<file path="src/rtl/uart_dump_pkg.sv">
// Shared definitions for the UART VRAM dump path and the RX command parser.
// Holds the frame state encoding, frame byte-order selectors and the default header byte.
package uart_dump_pkg;

  typedef enum logic [3:0] {
    ST_IDLE,
    ST_HDR,
    ST_ADDR_L,
    ST_ADDR_H,
    ST_RD_REQ,
    ST_RD_WAIT,
    ST_DATA_L,
    ST_DATA_H,
    ST_SUM,
    ST_DONE
  } dump_state_e;

  localparam logic [7:0] DEFAULT_HEADER = 8'hA5;

  // Words go out little-endian: low byte first, then high byte.
  localparam logic LO_BYTE = 1'b0;
  localparam logic HI_BYTE = 1'b1;

  function automatic logic [7:0] word_byte(input logic [15:0] w, input logic hi);
    return hi ? w[15:8] : w[7:0];
  endfunction

endpackage

</file>
<file path="src/rtl/uart_vram_dump_if.sv">
// VRAM read port plus uart_tx byte handshake used by the dump block.
// The master side is the dump block; the slave side is the RAM/uart_tx pair.
interface uart_vram_dump_if;
  logic [15:0] mem_addr;
  logic        mem_rd;
  logic [15:0] mem_rdata;
  logic [7:0]  tx_data;
  logic        tx_data_valid;
  logic        tx_data_ready;

  modport master (
    output mem_addr, mem_rd, tx_data, tx_data_valid,
    input  mem_rdata, tx_data_ready
  );

  modport slave (
    input  mem_addr, mem_rd, tx_data, tx_data_valid,
    output mem_rdata, tx_data_ready
  );
endinterface

</file>
<file path="src/rtl/uart_vram_dump_tx_slot.sv">
// Single-byte output register towards uart_tx: load sets valid, acceptance clears it.
// Valid is purely registered, so tx_data_ready never reaches tx_data_valid combinationally.
module tx_byte_slot (
  input  logic       clk,
  input  logic       rst_n,
  input  logic       load,
  input  logic [7:0] load_data,
  input  logic       tx_data_ready,
  output logic [7:0] tx_data,
  output logic       tx_data_valid,
  output logic       accepted
);

  logic [7:0] data_q, data_d;
  logic       valid_q, valid_d;

  always_comb begin
    data_d  = data_q;
    valid_d = valid_q;
    if (load) begin
      data_d  = load_data;
      valid_d = 1'b1;
    end else if (valid_q && tx_data_ready) begin
      valid_d = 1'b0;
    end
  end

  always_ff @(posedge clk) begin
    if (!rst_n) begin
      data_q  <= 8'h00;
      valid_q <= 1'b0;
    end else begin
      data_q  <= data_d;
      valid_q <= valid_d;
    end
  end

  assign tx_data       = data_q;
  assign tx_data_valid = valid_q;
  assign accepted      = valid_q && tx_data_ready;

endmodule

</file>
<file path="src/rtl/uart_vram_dump.sv">
// Streams a block of VRAM words out through uart_tx as a framed byte sequence:
// HEADER, addr lo/hi, data lo/hi per word, then an 8-bit checksum of all non-header bytes.
module uart_vram_dump
  import uart_dump_pkg::*;
#(
  parameter logic [7:0] HEADER = DEFAULT_HEADER,
  parameter int         RD_LAT = 1
) (
  input  logic                     clk,
  input  logic                     rst_n,
  input  logic                     cmd_valid,
  output logic                     cmd_ready,
  input  logic [15:0]              cmd_addr,
  input  logic [15:0]              cmd_cnt,
  uart_vram_dump_if.master         bus,
  output logic                     busy,
  output logic                     done
);

  localparam logic [1:0] LAT_LAST = 2'(RD_LAT);

  dump_state_e state_q, state_d;
  logic [15:0] addr_q, addr_d;
  logic [15:0] cnt_q, cnt_d;
  logic [15:0] word_q, word_d;
  logic [7:0]  sum_q, sum_d;
  logic [1:0]  lat_q, lat_d;
  logic [15:0] mem_addr_q, mem_addr_d;
  logic        mem_rd_q, mem_rd_d;

  logic        slot_load;
  logic [7:0]  slot_byte;
  logic [7:0]  tx_data_w;
  logic        tx_valid_w;
  logic        accepted;
  logic        byte_state;

  tx_byte_slot u_slot (
    .clk           (clk),
    .rst_n         (rst_n),
    .load          (slot_load),
    .load_data     (slot_byte),
    .tx_data_ready (bus.tx_data_ready),
    .tx_data       (tx_data_w),
    .tx_data_valid (tx_valid_w),
    .accepted      (accepted)
  );

  // A byte state loads its byte into the empty slot on its first cycle, then waits for acceptance.
  always_comb begin
    state_d    = state_q;
    addr_d     = addr_q;
    cnt_d      = cnt_q;
    word_d     = word_q;
    sum_d      = sum_q;
    lat_d      = lat_q;
    mem_addr_d = mem_addr_q;
    mem_rd_d   = 1'b0;
    slot_byte  = 8'h00;
    byte_state = 1'b0;

    if (accepted && state_q != ST_HDR && state_q != ST_SUM) begin
      sum_d = sum_q + tx_data_w;
    end

    unique case (state_q)
      ST_IDLE: begin
        if (cmd_valid) begin
          addr_d  = cmd_addr;
          cnt_d   = cmd_cnt;
          sum_d   = 8'h00;
          state_d = ST_HDR;
        end
      end
      ST_HDR: begin
        byte_state = 1'b1;
        slot_byte  = HEADER;
        if (accepted) state_d = ST_ADDR_L;
      end
      ST_ADDR_L: begin
        byte_state = 1'b1;
        slot_byte  = word_byte(addr_q, LO_BYTE);
        if (accepted) state_d = ST_ADDR_H;
      end
      ST_ADDR_H: begin
        byte_state = 1'b1;
        slot_byte  = word_byte(addr_q, HI_BYTE);
        if (accepted) begin
          mem_addr_d = addr_q;
          mem_rd_d   = 1'b1;
          state_d    = ST_RD_REQ;
        end
      end
      ST_RD_REQ: begin
        lat_d   = 2'd1;
        state_d = ST_RD_WAIT;
      end
      ST_RD_WAIT: begin
        if (lat_q == LAT_LAST) begin
          word_d  = bus.mem_rdata;
          state_d = ST_DATA_L;
        end else begin
          lat_d = lat_q + 2'd1;
        end
      end
      ST_DATA_L: begin
        byte_state = 1'b1;
        slot_byte  = word_byte(word_q, LO_BYTE);
        if (accepted) state_d = ST_DATA_H;
      end
      // Termination looks at the count before it is decremented.
      ST_DATA_H: begin
        byte_state = 1'b1;
        slot_byte  = word_byte(word_q, HI_BYTE);
        if (accepted) begin
          if (cnt_q == 16'd0) begin
            state_d = ST_SUM;
          end else begin
            cnt_d      = cnt_q - 16'd1;
            addr_d     = addr_q + 16'd1;
            mem_addr_d = addr_q + 16'd1;
            mem_rd_d   = 1'b1;
            state_d    = ST_RD_REQ;
          end
        end
      end
      ST_SUM: begin
        byte_state = 1'b1;
        slot_byte  = sum_q;
        if (accepted) state_d = ST_DONE;
      end
      ST_DONE: state_d = ST_IDLE;
      default: state_d = ST_IDLE;
    endcase

    slot_load = byte_state && !tx_valid_w;
  end

  always_ff @(posedge clk) begin
    if (!rst_n) begin
      state_q    <= ST_IDLE;
      addr_q     <= 16'h0000;
      cnt_q      <= 16'h0000;
      word_q     <= 16'h0000;
      sum_q      <= 8'h00;
      lat_q      <= 2'd0;
      mem_addr_q <= 16'h0000;
      mem_rd_q   <= 1'b0;
    end else begin
      state_q    <= state_d;
      addr_q     <= addr_d;
      cnt_q      <= cnt_d;
      word_q     <= word_d;
      sum_q      <= sum_d;
      lat_q      <= lat_d;
      mem_addr_q <= mem_addr_d;
      mem_rd_q   <= mem_rd_d;
    end
  end

  assign bus.mem_addr      = mem_addr_q;
  assign bus.mem_rd        = mem_rd_q;
  assign bus.tx_data       = tx_data_w;
  assign bus.tx_data_valid = tx_valid_w;
  assign cmd_ready         = (state_q == ST_IDLE);
  assign busy              = (state_q != ST_IDLE);
  assign done              = (state_q == ST_DONE);

endmodule
</file>
<file path="src/flat_wrapper.sv">
// flat-port wrapper written by rule: the top's interface ports become plain ports
module uart_vram_dump_flat import uart_dump_pkg::*;
#(
  parameter logic [7:0] HEADER = DEFAULT_HEADER,
  parameter int         RD_LAT = 1
)
  (clk, rst_n, cmd_valid, cmd_ready, cmd_addr, cmd_cnt, busy, done, bus_mem_addr, bus_mem_rd, bus_tx_data, bus_tx_data_valid, bus_mem_rdata, bus_tx_data_ready);
  uart_vram_dump_if bus_i ();
  input  logic clk;
  input  logic rst_n;
  input  logic cmd_valid;
  output logic cmd_ready;
  input  logic [15:0] cmd_addr;
  input  logic [15:0] cmd_cnt;
  output logic busy;
  output logic done;
  output wire logic [$bits(bus_i.mem_addr)-1:0] bus_mem_addr;
  output wire logic [$bits(bus_i.mem_rd)-1:0] bus_mem_rd;
  output wire logic [$bits(bus_i.tx_data)-1:0] bus_tx_data;
  output wire logic [$bits(bus_i.tx_data_valid)-1:0] bus_tx_data_valid;
  input wire logic [$bits(bus_i.mem_rdata)-1:0] bus_mem_rdata;
  input wire logic [$bits(bus_i.tx_data_ready)-1:0] bus_tx_data_ready;
  assign bus_mem_addr = bus_i.mem_addr;
  assign bus_mem_rd = bus_i.mem_rd;
  assign bus_tx_data = bus_i.tx_data;
  assign bus_tx_data_valid = bus_i.tx_data_valid;
  assign bus_i.mem_rdata = bus_mem_rdata;
  assign bus_i.tx_data_ready = bus_tx_data_ready;
  uart_vram_dump #(.HEADER(HEADER), .RD_LAT(RD_LAT)) u_core (.clk(clk), .rst_n(rst_n), .cmd_valid(cmd_valid), .cmd_ready(cmd_ready), .cmd_addr(cmd_addr), .cmd_cnt(cmd_cnt), .bus(bus_i), .busy(busy), .done(done));
endmodule
</file>
<file path="config.mk">
export PLATFORM = sky130hd
export DESIGN_NAME = uart_vram_dump_flat
export DESIGN_NICKNAME = d
export VERILOG_FILES = /design/src/rtl/uart_dump_pkg.sv /design/src/rtl/uart_vram_dump_if.sv /design/src/rtl/uart_vram_dump_tx_slot.sv /design/src/rtl/uart_vram_dump.sv /design/src/flat_wrapper.sv
export SDC_FILE = /design/constraint.sdc
export NUM_CORES = 1
export LEC_CHECK = 0
export CAP_MARGIN = 10
export CORE_UTILIZATION = 58
export DETAILED_ROUTE_END_ITERATION = 8
export DONT_BUFFER_PORTS = 1
export PLACE_DENSITY = 0.73
export SLEW_MARGIN = 20
export SYNTH_ARGS = -nofsm -noshare
export SYNTH_HDL_FRONTEND = slang
export SYNTH_SLANG_ARGS = --single-unit
</file>
<file path="constraint.sdc">
create_clock -name clk -period 2.1 [get_ports clk]
set_input_delay 0.42 -clock clk [delete_from_list [all_inputs] [get_ports clk]]
set_output_delay 0.42 -clock clk [all_outputs]
set_load 0.02 [all_outputs]
</file>
==> flow_summary.toml <==
[global_routing]
antenna_found_initial = 0
overflow = 0
grt_pass1_wl_um = 22500
grtUsageTotal_pct = 32.5
grt_max_degree = 54
grt_pass1_vias = 4502

[worst_setup_path]
worstSetupEndpointType = "register"
cp.required_ns = 2.35
crit_start = "u_core.cnt_q[0]"
max_stage_delay_ns = 0.57
worstSetupStartpointType = "register"
slowest_stage = "or4_1"
crit_chain = "buf_4, or4_1, or4_4, o31a_1, o21ai_1, a21oi_1"
crit_fanout = 3
arrival_ns = 2.31
timing.rr.start = "u_core.cnt_q[0]"
critPathKind = "register to register"

[drt]
wl_per_cell_um = 18.4
first_pass_iters = 5
drtIter0Drc = 418
antenna_left = 0
viasPerCell = 6.39
vias = 4860
route.detailed.drc = 0
finalWirelength_um = 14000

[clocking]
cts_buffer_depth = 2
cts_tree = "yes"
cts_buffers = 9
insertion_delay_ns = 0.37
clkSinkCount = 88
cts_root_buf = "clkbuf_8"
path_clk_slew_ns = 0.10
cts_max_level = 3

[floorplanning]
io_pins = 81
rows = 33
die_area_um2 = 8930
start_util_pct = 60.1
die_y_um = 94.5
fp.dieW_um = 94.5
coreArea_um2 = 8260

[sta]
hold_ws_ns = 0.173
clock-skew-final_ns = 0.0112
rsz0062_at_grt = "false"
slew_violations = 0
fin_crit_sh_pct = 98.4
slew_headroom_pct = 61.1
finalSetupTns_ns = 0
finalSetupViolCount = 0
fmax_mhz = 484
worst_pin_slew_ns = 0.581
layout_min_cycle_time_ns = 2.07
hold_viol_final = 0

[power_and_ir_drop]
peakVddDrop_mv = 0.506
p_per_area_nw_per_um2 = 1090
leakage_nw = 2.06
total_power_mw = 6.09

[synth]
ys_top_cells_by_area = "dfxtp_1, nand2_1, a21oi_1"
synth_common_cells = "nand2_1, dfxtp_1, a21oi_1, nor2_1, clkbuf_1"
synthFlopType = "dfxtp_1"
synthCells = 637
synth_top_family_by_area = "compound AO/OA/AOI/OAI gates"
synthSimpleGateAreaFrac_pct = 21.8
synthAdderAreaFrac_pct = 2.92
netlist_area_um2 = 4960
synth_nets = 700
ys_warn_count = 0
syn_area_per_cell_um2 = 7.79
synth_compound_area_share_pct = 26.3
synth_top_area_share_pct = 35.5
ys_seq_area_share_pct = 35.5
yosysMostFrequentCell = "nand2_1"
synth_xor_area_share_pct = 3.35
synth_edf_count = 0
synthMuxAreaShare_pct = 4.44
synthDistinctLibCells = 64
ys_ff_latch = 88
yosysTopAreaCell = "dfxtp_1"
synthArstFlopShare_pct = 0

[status]
outcome = "complete, no violations"

[layout]
antenna_cells = 0
drive_above_1_share_pct = 15.1
n_fill_cell = 734
nets = 713
syn2layout_area_growth_pct = 13.1
fin_util_pct = 68.0

[placed_design]
gp_congestion = 0.939
dp_hpwl_um = 9880
port_buffers = 0

[worst_hold_path]
worstHoldStart = "rst_n"
min_path_type = "primary input to register"

[flow_run]
drv_cap = 0
-- worst max-delay path: cells and delay by family (launching register included) --
kind,cells,cell delay (ns)
buffers and inverters,1,0.14
flip-flops,1,0.33
AND/OR/NAND/NOR,2,1.03
AO/OA/AOI/OAI,3,0.44
-- cell usage in the layout, fill, tap and decap left out, types with 13 or more instances in the layout --
master,Yosys,routed
a211oi_1,15,15
a21oi_1,74,74
buf_4,2,52
dfxtp_1,88,88
mux2i_1,13,13
nand2_1,101,101
nand3_1,18,18
nor2_1,47,46
nor3_1,16,16
o21ai_0,34,34
o21ai_1,14,14
-- stage by stage --
stage / setup WS (ns) / area [µm²] / instances
6_report: 0.0346 / 5610 / 760
5_1_grt: 0.00361 / 5610 / 760
4_1_cts: 0.0242 / 5580 / 760
3_5_place_dp: -0.0507 / 5340 / 744
3_3_place_gp: 0.0123 / 5340 / 744
2_1_floorplan: 0.0160 / 4970 / 637
-- final timing paths --
path,to,slack [ns],cells after the start
setup / recovery,u_core.cnt_q[15],0.03,6
hold / removal,u_core.u_slot.tx_data_valid,0.17,2
setup reg to reg,u_core.cnt_q[15],0.03,6
hold reg to reg,u_core.cnt_q[12],0.45,2
-- report_power, final --
group	leakage (nW)	switching (mW)	internal [mW]
Clock	0.105	0.662	0.707
Sequential	0.716	0.329	1.92
Combinational	1.23	1.37	1.10
Total	2.06	2.37	3.72
-- sequential cells by signal, summed over array words and instances (netlist names) --
| signal | flops |
|---|---|
| u_core.lat_q | 2 |
| u_core.sum_q | 8 |
| u_core.addr_q | 16 |
| u_core.u_slot.tx_data_valid | 1 |
| u_core.u_slot.tx_data | 8 |
| u_core.bus.mem_addr | 16 |
| u_core.bus.mem_rd | 1 |
| u_core.cnt_q | 16 |
| u_core.state_q | 4 |
| u_core.word_q | 16 |
-- area by class of cell --
class                      instances  area [µm²]  share of cell area, %
tap                              105         131                   2.34
clock buffer                      10         138                   2.45
inverter                          12        45.0                  0.803
timing repair buffer              57         490                   8.74
sequential                        88        1760                   31.4
clock inverter                     6        91.3                   1.63
multi-input combinational        482        2950                   52.6
-- routing by layer --
layer | vias to the layer above | share of wire [%] | GRT usage (%)
met5 | - | 0 | 0
met4 | 0 | 1.6 | 10.6
met3 | 20 | 8.7 | 8.29
met2 | 226 | 47 | 52.4
met1 | 2283 | 43 | 42.4
li1 | 2331 | - | -
-- cells by family after synthesis --
kind of cell    count (synthesis)
compound gates                207
fa+ha+maj                      11
xor+xnor                       19
buf+inv                        67
mux                            17
simple gates                  228
flops                          88
-- repair_timing --
action / 4_1_cts / 5_1_grt
buffers inserted: 0 / 0
pin swaps: 1 / 1
resized for setup: 4 / 8
hold buffers: 0 / 0
setup endpoints to repair: 18 / 18
hold endpoints to repair: 0 / 0
Note: power is estimated with default switching activity, not from simulation.
